$ cat src/rtl/perceptron_pkg.sv
// Shared constants, reset values and FSM state type for the output-layer perceptron.
package perceptron_pkg;

  localparam int N_IN     = 8;
  localparam int W_W      = 8;
  localparam int ACC_W    = 11;
  localparam int IDX_W    = $clog2(N_IN);
  localparam int CFG_AW   = 4;
  localparam int THR_ADDR = N_IN;

  localparam logic [W_W-1:0] WEIGHT_RST = W_W'(1);
  localparam logic [W_W-1:0] THR_RST    = W_W'(4);

  typedef enum logic [1:0] {
    IDLE,
    ACC,
    DONE
  } state_t;

endpackage

$ cat src/rtl/perceptron_output_layer_seq_if.sv
// Input/output handshake and configuration bus of the output-layer perceptron.
interface perceptron_output_layer_seq_if;
    import perceptron_pkg::*;

    logic                in_valid;
    logic                in_ready;
    logic [N_IN-1:0]     hidden;
    logic                cfg_we;
    logic [CFG_AW-1:0]   cfg_addr;
    logic [W_W-1:0]      cfg_data;
    logic                out_valid;
    logic                out_ready;
    logic                out_fire;
    logic [ACC_W-1:0]    out_sum;

    modport master (
        output in_valid, hidden, cfg_we, cfg_addr, cfg_data, out_ready,
        input  in_ready, out_valid, out_fire, out_sum
    );

    modport slave (
        input  in_valid, hidden, cfg_we, cfg_addr, cfg_data, out_ready,
        output in_ready, out_valid, out_fire, out_sum
    );
endinterface

$ cat src/rtl/perceptron_weight_rf.sv
// Weight/threshold register file: N_IN weights plus one threshold, gated write, async read.
module perceptron_weight_rf
    import perceptron_pkg::*;
(
    input  logic              clk,
    input  logic              rst_n,
    input  logic              we,
    input  logic [CFG_AW-1:0] addr,
    input  logic [W_W-1:0]    data,
    input  logic [IDX_W-1:0]  rd_idx,
    output logic [W_W-1:0]    rd_weight,
    output logic [W_W-1:0]    thr
);

    logic [W_W-1:0] weights [N_IN];
    logic [W_W-1:0] thr_q;

    // NOTE: this storage is a handful of flops with defined power-up weights, so every entry is reset; a RAM-backed array would not be.
    always_ff @(posedge clk) begin
        if (!rst_n) begin
            for (int i = 0; i < N_IN; i++) weights[i] <= WEIGHT_RST;
            thr_q <= THR_RST;
        end else if (we) begin
            if (addr < CFG_AW'(N_IN))
                weights[addr[IDX_W-1:0]] <= data;
            else if (addr == CFG_AW'(THR_ADDR))
                thr_q <= data;
        end
    end

    assign rd_weight = weights[rd_idx];
    assign thr       = thr_q;

endmodule

$ cat src/rtl/perceptron_output_layer_seq.sv
// Time-multiplexed output-layer perceptron: one MAC per clock over N_IN cycles.
// Optional PERCEPTRON_SKIP_ZERO_EN ends accumulation early once the remaining hidden bits are all zero.
module perceptron_output_layer_seq
    import perceptron_pkg::*;
(
    input  logic                          clk,
    input  logic                          rst_n,
    perceptron_output_layer_seq_if.slave  bus
);

    localparam logic [IDX_W-1:0] IDX_LAST = IDX_W'(N_IN - 1);

    state_t             state;
    logic [IDX_W-1:0]   idx;
    logic [N_IN-1:0]    hidden_q;
    logic [ACC_W-1:0]   acc;
    logic [ACC_W-1:0]   acc_next;
    logic               in_ready_q, out_valid_q, out_fire_q;
    logic [ACC_W-1:0]   out_sum_q;

    // Write arriving with an accepted vector is parked until the vector retires.
    logic               pend_valid;
    logic [CFG_AW-1:0]  pend_addr;
    logic [W_W-1:0]     pend_data;

    logic               rf_we;
    logic [CFG_AW-1:0]  rf_addr;
    logic [W_W-1:0]     rf_data;
    logic [W_W-1:0]     weight, thr;

    perceptron_weight_rf u_rf (
        .clk       (clk),
        .rst_n     (rst_n),
        .we        (rf_we),
        .addr      (rf_addr),
        .data      (rf_data),
        .rd_idx    (idx),
        .rd_weight (weight),
        .thr       (thr)
    );

    // NOTE: every output of a combinational block gets a default first, so no path leaves it unassigned and no latch is inferred.
    always_comb begin
        rf_we    = 1'b0;
        rf_addr  = bus.cfg_addr;
        rf_data  = bus.cfg_data;
        acc_next = acc + (hidden_q[0] ? ACC_W'(weight) : '0);
        if (state == DONE && bus.out_ready && pend_valid) begin
            rf_we   = 1'b1;
            rf_addr = pend_addr;
            rf_data = pend_data;
        end else if (state == IDLE && bus.cfg_we && !bus.in_valid) begin
            rf_we   = 1'b1;
        end
    end

    // NOTE: state registers use non-blocking assignments so every flop samples pre-edge values regardless of statement order.
    always_ff @(posedge clk) begin
        if (!rst_n) begin
            state       <= IDLE;
            idx         <= '0;
            hidden_q    <= '0;
            acc         <= '0;
            in_ready_q  <= 1'b1;
            out_valid_q <= 1'b0;
            out_fire_q  <= 1'b0;
            out_sum_q   <= '0;
            pend_valid  <= 1'b0;
            pend_addr   <= '0;
            pend_data   <= '0;
        end else begin
            case (state)
                IDLE: if (bus.in_valid) begin
                    hidden_q   <= bus.hidden;
                    acc        <= '0;
                    idx        <= '0;
                    in_ready_q <= 1'b0;
                    pend_valid <= bus.cfg_we;
                    pend_addr  <= bus.cfg_addr;
                    pend_data  <= bus.cfg_data;
                    state      <= ACC;
                end
                ACC: begin
`ifdef PERCEPTRON_SKIP_ZERO_EN
                    if (hidden_q == '0) begin
                        out_sum_q   <= acc;
                        out_fire_q  <= acc > ACC_W'(thr);
                        out_valid_q <= 1'b1;
                        state       <= DONE;
                    end else
`endif
                    begin
                        // hidden_q shifts right so bit 0 always pairs with weight[idx].
                        acc      <= acc_next;
                        idx      <= idx + IDX_W'(1);
                        hidden_q <= hidden_q >> 1;
                        if (idx == IDX_LAST) begin
                            out_sum_q   <= acc_next;
                            out_fire_q  <= acc_next > ACC_W'(thr);
                            out_valid_q <= 1'b1;
                            state       <= DONE;
                        end
                    end
                end
                DONE: if (bus.out_ready) begin
                    out_valid_q <= 1'b0;
                    in_ready_q  <= 1'b1;
                    pend_valid  <= 1'b0;
                    state       <= IDLE;
                end
                default: state <= IDLE;
            endcase
        end
    end

    assign bus.in_ready  = in_ready_q;
    assign bus.out_valid = out_valid_q;
    assign bus.out_fire  = out_fire_q;
    assign bus.out_sum   = out_sum_q;

endmodule

$ cat src/flat_wrapper.sv
// flat-port wrapper written by rule: the top's interface ports become plain ports
module perceptron_output_layer_seq_flat import perceptron_pkg::*;
  (clk, rst_n, bus_in_valid, bus_hidden, bus_cfg_we, bus_cfg_addr, bus_cfg_data, bus_out_ready, bus_in_ready, bus_out_valid, bus_out_fire, bus_out_sum);
  perceptron_output_layer_seq_if bus_i ();
  input  logic clk;
  input  logic rst_n;
  input wire logic [$bits(bus_i.in_valid)-1:0] bus_in_valid;
  input wire logic [$bits(bus_i.hidden)-1:0] bus_hidden;
  input wire logic [$bits(bus_i.cfg_we)-1:0] bus_cfg_we;
  input wire logic [$bits(bus_i.cfg_addr)-1:0] bus_cfg_addr;
  input wire logic [$bits(bus_i.cfg_data)-1:0] bus_cfg_data;
  input wire logic [$bits(bus_i.out_ready)-1:0] bus_out_ready;
  output wire logic [$bits(bus_i.in_ready)-1:0] bus_in_ready;
  output wire logic [$bits(bus_i.out_valid)-1:0] bus_out_valid;
  output wire logic [$bits(bus_i.out_fire)-1:0] bus_out_fire;
  output wire logic [$bits(bus_i.out_sum)-1:0] bus_out_sum;
  assign bus_i.in_valid = bus_in_valid;
  assign bus_i.hidden = bus_hidden;
  assign bus_i.cfg_we = bus_cfg_we;
  assign bus_i.cfg_addr = bus_cfg_addr;
  assign bus_i.cfg_data = bus_cfg_data;
  assign bus_i.out_ready = bus_out_ready;
  assign bus_in_ready = bus_i.in_ready;
  assign bus_out_valid = bus_i.out_valid;
  assign bus_out_fire = bus_i.out_fire;
  assign bus_out_sum = bus_i.out_sum;
  perceptron_output_layer_seq u_core (.clk(clk), .rst_n(rst_n), .bus(bus_i));
endmodule
$ cat config.mk
export PLATFORM = sky130hd
export DESIGN_NAME = perceptron_output_layer_seq_flat
export DESIGN_NICKNAME = d
export VERILOG_FILES = /design/src/rtl/perceptron_pkg.sv /design/src/rtl/perceptron_output_layer_seq_if.sv /design/src/rtl/perceptron_weight_rf.sv /design/src/rtl/perceptron_output_layer_seq.sv /design/src/flat_wrapper.sv
export SDC_FILE = /design/constraint.sdc
export NUM_CORES = 1
export LEC_CHECK = 0
export CAP_MARGIN = 20
export CORE_AREA = 2 2 110 112
export DETAILED_ROUTE_END_ITERATION = 8
export DIE_AREA = 0 0 112 114
export PLACE_DENSITY = 0.74
export SETUP_SLACK_MARGIN = 0.15
export SYNTH_ARGS = -nofsm -noshare
export SYNTH_HDL_FRONTEND = slang
export SYNTH_SLANG_ARGS = --single-unit
$ cat constraint.sdc
create_clock -name clk -period 3.62 [get_ports clk]
set_input_delay 1.086 -clock clk [delete_from_list [all_inputs] [get_ports clk]]
set_output_delay 1.086 -clock clk [all_outputs]
set_load 0.005 [all_outputs]
# Yosys cells after proc, flatten, opt, wreduce, memory -nomap -nowiden
# Memories as Yosys holds them, arrays and structs flattened. A register that Yosys moved wholly into a read port is not among the register bits.
# Index checks and enable logic that the tools add are counted.
# op_classes
addsub,2
n_lt_le_gt_ge,2
n_eq_ne,7
n_mux,33
n_bitwise,1
reduce_logical,17
# ops
cell,n
8-bit 2-to-1 mux,4
11-bit one-hot mux with 2 select lines,1
8-bit one-hot mux with 2 select lines,1
1-bit 2-to-1 mux,13
3-bit 2-to-1 mux,4
3-bit AND reduction,4
11-bit adder,1
11-bit by 8-bit > comparator with 1-bit output,1
11-bit 2-to-1 mux,1
8-bit OR reduction,1
2-bit 2-to-1 mux,3
1-bit one-hot mux with 2 select lines,3
2-bit one-hot mux with 3 select lines,1
3-bit one-hot mux with 2 select lines,1
2-bit AND reduction,3
2-bit nonzero test,3
4-bit equality test (second input constant),1
1-bit logical AND,4
4-bit < comparator (second input constant),1
4-bit 2-to-1 mux,1
2-bit != test (second input constant),2
3-bit by 1-bit adder with 3-bit output (second input constant),1
3-bit equality test (second input constant),1
2-bit by 1-bit equality test with 1-bit output (second input constant),1
other kinds (5),5
# word_totals
register_bits,59
mem_bits_rw,64
out_inout_bits,14
elab_cells,75
memories,1
# memory_table
name,words,word_bits,read_ports,rd_clocked_by_memory_dff,write_ports,line,rtl
u_core.u_rf.weights,8,8,1,1,8,perceptron_weight_rf.sv:15,logic [W_W-1:0] weights [N_IN];

# Longest topological paths before layout
# depth
word_depth,11
ltp_mapped,17
depth_no_buf,15

# Hierarchy
# From an unflattened synthesis, not the netlist that was laid out.
# unflattened
cells_unflattened,556
hier_area_um2,6050.8
# modules_own_cells
module,instances,cells_each,area_each_um2,seq_area_each_um2
perceptron_weight_rf,1,216,3345.7,2082.0
perceptron_output_layer_seq,1,340,2705.1,1021.0

# Least setup slack after synthesis
# OpenSTA, ideal clock, no wires.
# synth_timing
path_type,flip-flop to flip-flop
startpoint,register with a tool-made name
endpoint,register u_core.out_fire_q (netlist: u_core.bus.out_fire)
setup_time_ns,0.137
arrival_time_ns,3.472
path_slack_ns,0.011
stages_incl_launch_ff,17
n_path_buf,2
cell_sequence,dfxtp_1 -> buf_2 -> buf_2 -> mux4_2 -> mux2i_1 -> nor2b_1 -> ha_1 -> o211ai_1 -> o21ai_0 -> a21o_1 -> a21oi_1 -> xnor2_1 -> ha_1 -> nand4_1 -> o22a_1 -> o41ai_1 -> a41oi_1
# synth_rtl
item,line,rtl
to (signal assigned),perceptron_output_layer_seq.sv:99,out_fire_q <= acc_next > ACC_W'(thr);
to (decl),perceptron_output_layer_seq.sv:18,"logic in_ready_q, out_valid_q, out_fire_q;"

==> results.txt <==
----------------------------------------------------
[Yosys]
  Most used standard cells in the synthesized netlist ... 87 x sky130_fd_sc_hd__nand2_1, 85 x sky130_fd_sc_hd__nor2_1, 64 x sky130_fd_sc_hd__edfxtp_1, 62 x sky130_fd_sc_hd__dfxtp_1, 44 x sky130_fd_sc_hd__a21oi_1
  Number of synthesized register bits ... 126
  Count of yosys warnings during synthesis ... 0
  Ranking of synthesized cells by area ... sky130_fd_sc_hd__edfxtp_1 32%, sky130_fd_sc_hd__dfxtp_1 21%, sky130_fd_sc_hd__mux4_2 6.0%
  Count of different cell masters after synthesis ... 57
  Per-instance average area after synthesis ... 10.5 sq um
  Netlist Area Pre-Place ... roughly 6000 sq um
  Post-synth ARST share ... 0%
  Net Count, Synth ... 616
  Share of the synthesized area in the top cell type ... 32.1%
  Most common cell in the netlist ... sky130_fd_sc_hd__nand2_1
  Area leader, netlist ... sky130_fd_sc_hd__edfxtp_1
  Synthesized instance count ... around 570
  Share of the yosys chip area belonging to registers ... 52.9%
  Post-synth EDFFs ... 64
  Post-synth top flop ... sky130_fd_sc_hd__edfxtp_1

[Global route]
  Pin count of the biggest net entering global routing ... 53
  Vias in the first global route ... 4526
  Number of antenna violations at the first check in global routing ... 0
  First-pass GRT wire length ... 22900 um
  Leftover overflow at the end of global routing ... 0
  Global-route usage over all layers ... a little under a quarter

[Worst setup path]
  Critical path data arrival time ... 3.77 ns
  Setup Crit Path Kind ... flip-flop to flip-flop
  Worst EP required ... 3.90 ns
  Startpoint type of the worst setup path ... flip-flop
  Critical-path maximum fanout ... 6
  CP endpoint kind ... flip-flop

[STA]
  Worst-case clock skew ... 0.00655 ns
  Part of the cycle the worst path needs ... a little under 100%
  Worst setup slack after layout ... 0.137 ns
  Final setup vio count ... 0
  Final-report max-slew violation count ... 0
  Relative slew slack ... 55.3%
  Measured slew at the worst slew-check pin ... 0.671 ns
  Max Fclk ... approximately 290 MHz
  Setup TNS ... 0 ns
  Total count of hold-check failures in the final report ... 0
  Final Critical Period ... 3.48 ns
  RSZ-0062 raised after global routing ... true

[Hold path]
  Class of the most critical hold timing path ... flip-flop to flip-flop

[Clocking]
  Maximum count of clock buffers along a single path ... 2
  Number of buffers created by CTS ... 17
  Root Driver ... sky130_fd_sc_hd__clkbuf_16
  Clock transition at path regs ... 0.06 ns
  CTS Hold Buffers Added ... 0
  Clock latency reported for the late side of the worst-skew pair ... 0.42 ns
  Depth of the CTS H-tree ... 4
  TritonCTS clock tree ... yes
  TritonCTS sink count ... ~130

[Power and ir drop]
  IR drop worst, VDD ... between 0.3 and 0.4 mV
  Clock network fraction of total power ... between 40 and 50%
  Net switching fraction of the power ... 23.7%
  Reported net switching power ... 812 uW
  Combinational share of power ... 9.7%
  Share of total power in sequential cells ... 45.9%
  Internal ... 2620 uW
  Total power divided by cell area ... 458 nW/um^2
  Cell leakage power ... 0.00284 uW

[Route]
  Via count ... 4603
  Detailed-router iteration count before antenna repair ... 5
  First DRT Iteration DRCs ... 498
  Wire length per cell ... 17.9 um
  Number of DRC violations after detailed routing ... 0
  Sum of routed wire length over all layers ... ~15000 um
  Drt via density ... 5.69
  Number of nets with antenna violations after routing ... 0

[Die]
  Die extent in y ... about 110 um
  Standard cell core area ... 11700 sq um
  Starting density of the core ... approximately half
  Width of the chip ... 112 um
  Std cell rows ... 40
  Die ar. ... roughly 13000 sq um
  I/O pin count ... 39

[Layout]
  Area Growth Syn to Fin ... 25.1%
  Sequential cell area ... 3170 sq um
  Count of filler cells inserted in the layout ... 909
  Layout cell share with drive strength beyond 1 ... 20.7%
  Final Cell Area ... 7490 sq um
  Nets ... 693
  Multi-input logic area ... 2720 sq um
  Count of inserted antenna diode cells ... 0

[Placement]
  Placed wire-length estimate ... 9530 um
  Routability Congestion ... 0.906
  Number of input and output port buffers inserted ... 38
  Dpl cell area ... 6680 sq um
  Pre-CTS worst setup slack ... 0.0450 ns

[Job]
  Number of max-capacitance violations reported ... 0

[Outcome]
  Status ... finished, final reports clean

----------------------------------------------------
[worst paths after layout]
| check | from | endpoint | slack [ns] | cells after the start |
|---|---|---|---|---|
| hold / removal | u_core.pend_data[1] | u_core.pend_data[1] | 0.45 | 2 |
| hold reg to reg | u_core.pend_data[1] | u_core.pend_data[1] | 0.45 | 2 |
| setup / recovery | flip-flop | u_core.bus.out_fire | 0.14 | 16 |
| setup reg to reg | flip-flop | u_core.bus.out_fire | 0.14 | 16 |
[cell usage in the layout, fill, tap and decap left out, types with 7 or more instances in the layout]
master                             n
sky130_fd_sc_hd__nor2b_1           8
sky130_fd_sc_hd__a21oi_1          42
sky130_fd_sc_hd__nand3_1          24
sky130_fd_sc_hd__nor2_1           85
sky130_fd_sc_hd__dfxtp_1          60
sky130_fd_sc_hd__edfxtp_1         64
sky130_fd_sc_hd__mux2i_1          14
sky130_fd_sc_hd__mux4_2           16
sky130_fd_sc_hd__a211oi_2          8
sky130_fd_sc_hd__buf_4            42
sky130_fd_sc_hd__clkdlybuf4s50_1  38
sky130_fd_sc_hd__o21ai_0          12
sky130_fd_sc_hd__ha_1             12
sky130_fd_sc_hd__clkbuf_16        17
sky130_fd_sc_hd__nand2_1          86
sky130_fd_sc_hd__a311oi_1          7
sky130_fd_sc_hd__inv_1            16
[timing repair]
action,in CTS,in global routing
resized for setup,20,17
setup endpoints to repair,1,4
setup buffers,10,3
pin swaps,14,19
cloned,1,0
[power groups by stage]
stage / registers (uW) / clock network [uW] / logic (uW)
2_1_floorplan: 1590 / 0 / 188
3_3_place_gp: 1600 / 0 / 287
3_5_place_dp: 1600 / 0 / 295
4_1_cts: 1580 / 1530 / 318
5_1_grt: 1580 / 1600 / 362
6_report: 1580 / 1520 / 333
[worst max-delay path, stage by stage, from the launching register on]
cell and delay [ns]:
sky130_fd_sc_hd__dfxtp_4 0.38, sky130_fd_sc_hd__buf_12 0.13, sky130_fd_sc_hd__mux4_2 0.50, sky130_fd_sc_hd__mux2_4 0.30
sky130_fd_sc_hd__nand2_4 0.09, sky130_fd_sc_hd__buf_4 0.12, sky130_fd_sc_hd__fa_2 0.22, sky130_fd_sc_hd__nor2b_2 0.06
sky130_fd_sc_hd__o2111ai_1 0.22, sky130_fd_sc_hd__nand4b_1 0.19, sky130_fd_sc_hd__xor2_2 0.21, sky130_fd_sc_hd__ha_4 0.29
sky130_fd_sc_hd__nand4_1 0.11, sky130_fd_sc_hd__buf_4 0.16, sky130_fd_sc_hd__o22a_1 0.16, sky130_fd_sc_hd__o41ai_2 0.05
sky130_fd_sc_hd__a41oi_1 0.14
[state kept, by name (all words and copies together), names as in the netlist, named ones only]
name,cells
u_core.pend_addr,4
u_core.state,2
u_core.hidden_q,8
u_core.bus.out_sum,11
u_core.idx,3
u_core.bus.in_ready,1
u_core.u_rf.thr,8
u_core.pend_valid,1
u_core.acc,11
u_core.bus.out_fire,1
u_core.u_rf.weights,64
u_core.pend_data,8
u_core.bus.out_valid,1
[cells by family after synthesis]
family                     Yosys count  synth area share (%)
xor gates and xnor gates             7                  1.02
AOI/OAI and AO/OA                   99                  11.1
buffers and inverters               49                  3.76
and+or+nand+nor                    237                  17.6
DFF                                126                  52.9
adders and majority gates           19                  4.10
muxes                               35                  9.51
[final cells by class]
cell class	count	share of cell area, %
Timing Repair Buffer	88	10.9
Multi-Input combinational cell	397	36.4
Clock inverter	7	0.518
Clock buffer	25	6.48
Sequential cell	126	42.3
Tap cell	147	2.46
Inverter	19	0.986
[per-stage QoR]
step	power, uW	std cells	util [%]	hold WS [ns]
floorplan	1780	572	-	0.436
global placement	1890	763	57.1	0.442
detailed placement	1900	763	57.1	0.446
CTS	3420	806	63.0	0.454
global route	3540	809	63.9	0.464
finish	3430	809	63.9	0.451
[routing by layer]
metal / track usage [%] / part of all wire, % / vias up
met5: 0 / 0 / -
met4: 9.67 / 3.0 / 0
met3: 5.31 / 5.7 / 37
met2: 38.9 / 50 / 171
met1: 30.6 / 42 / 2209
li1: - / - / 2186
No activity file was read; power rests on OpenSTA's default activity.
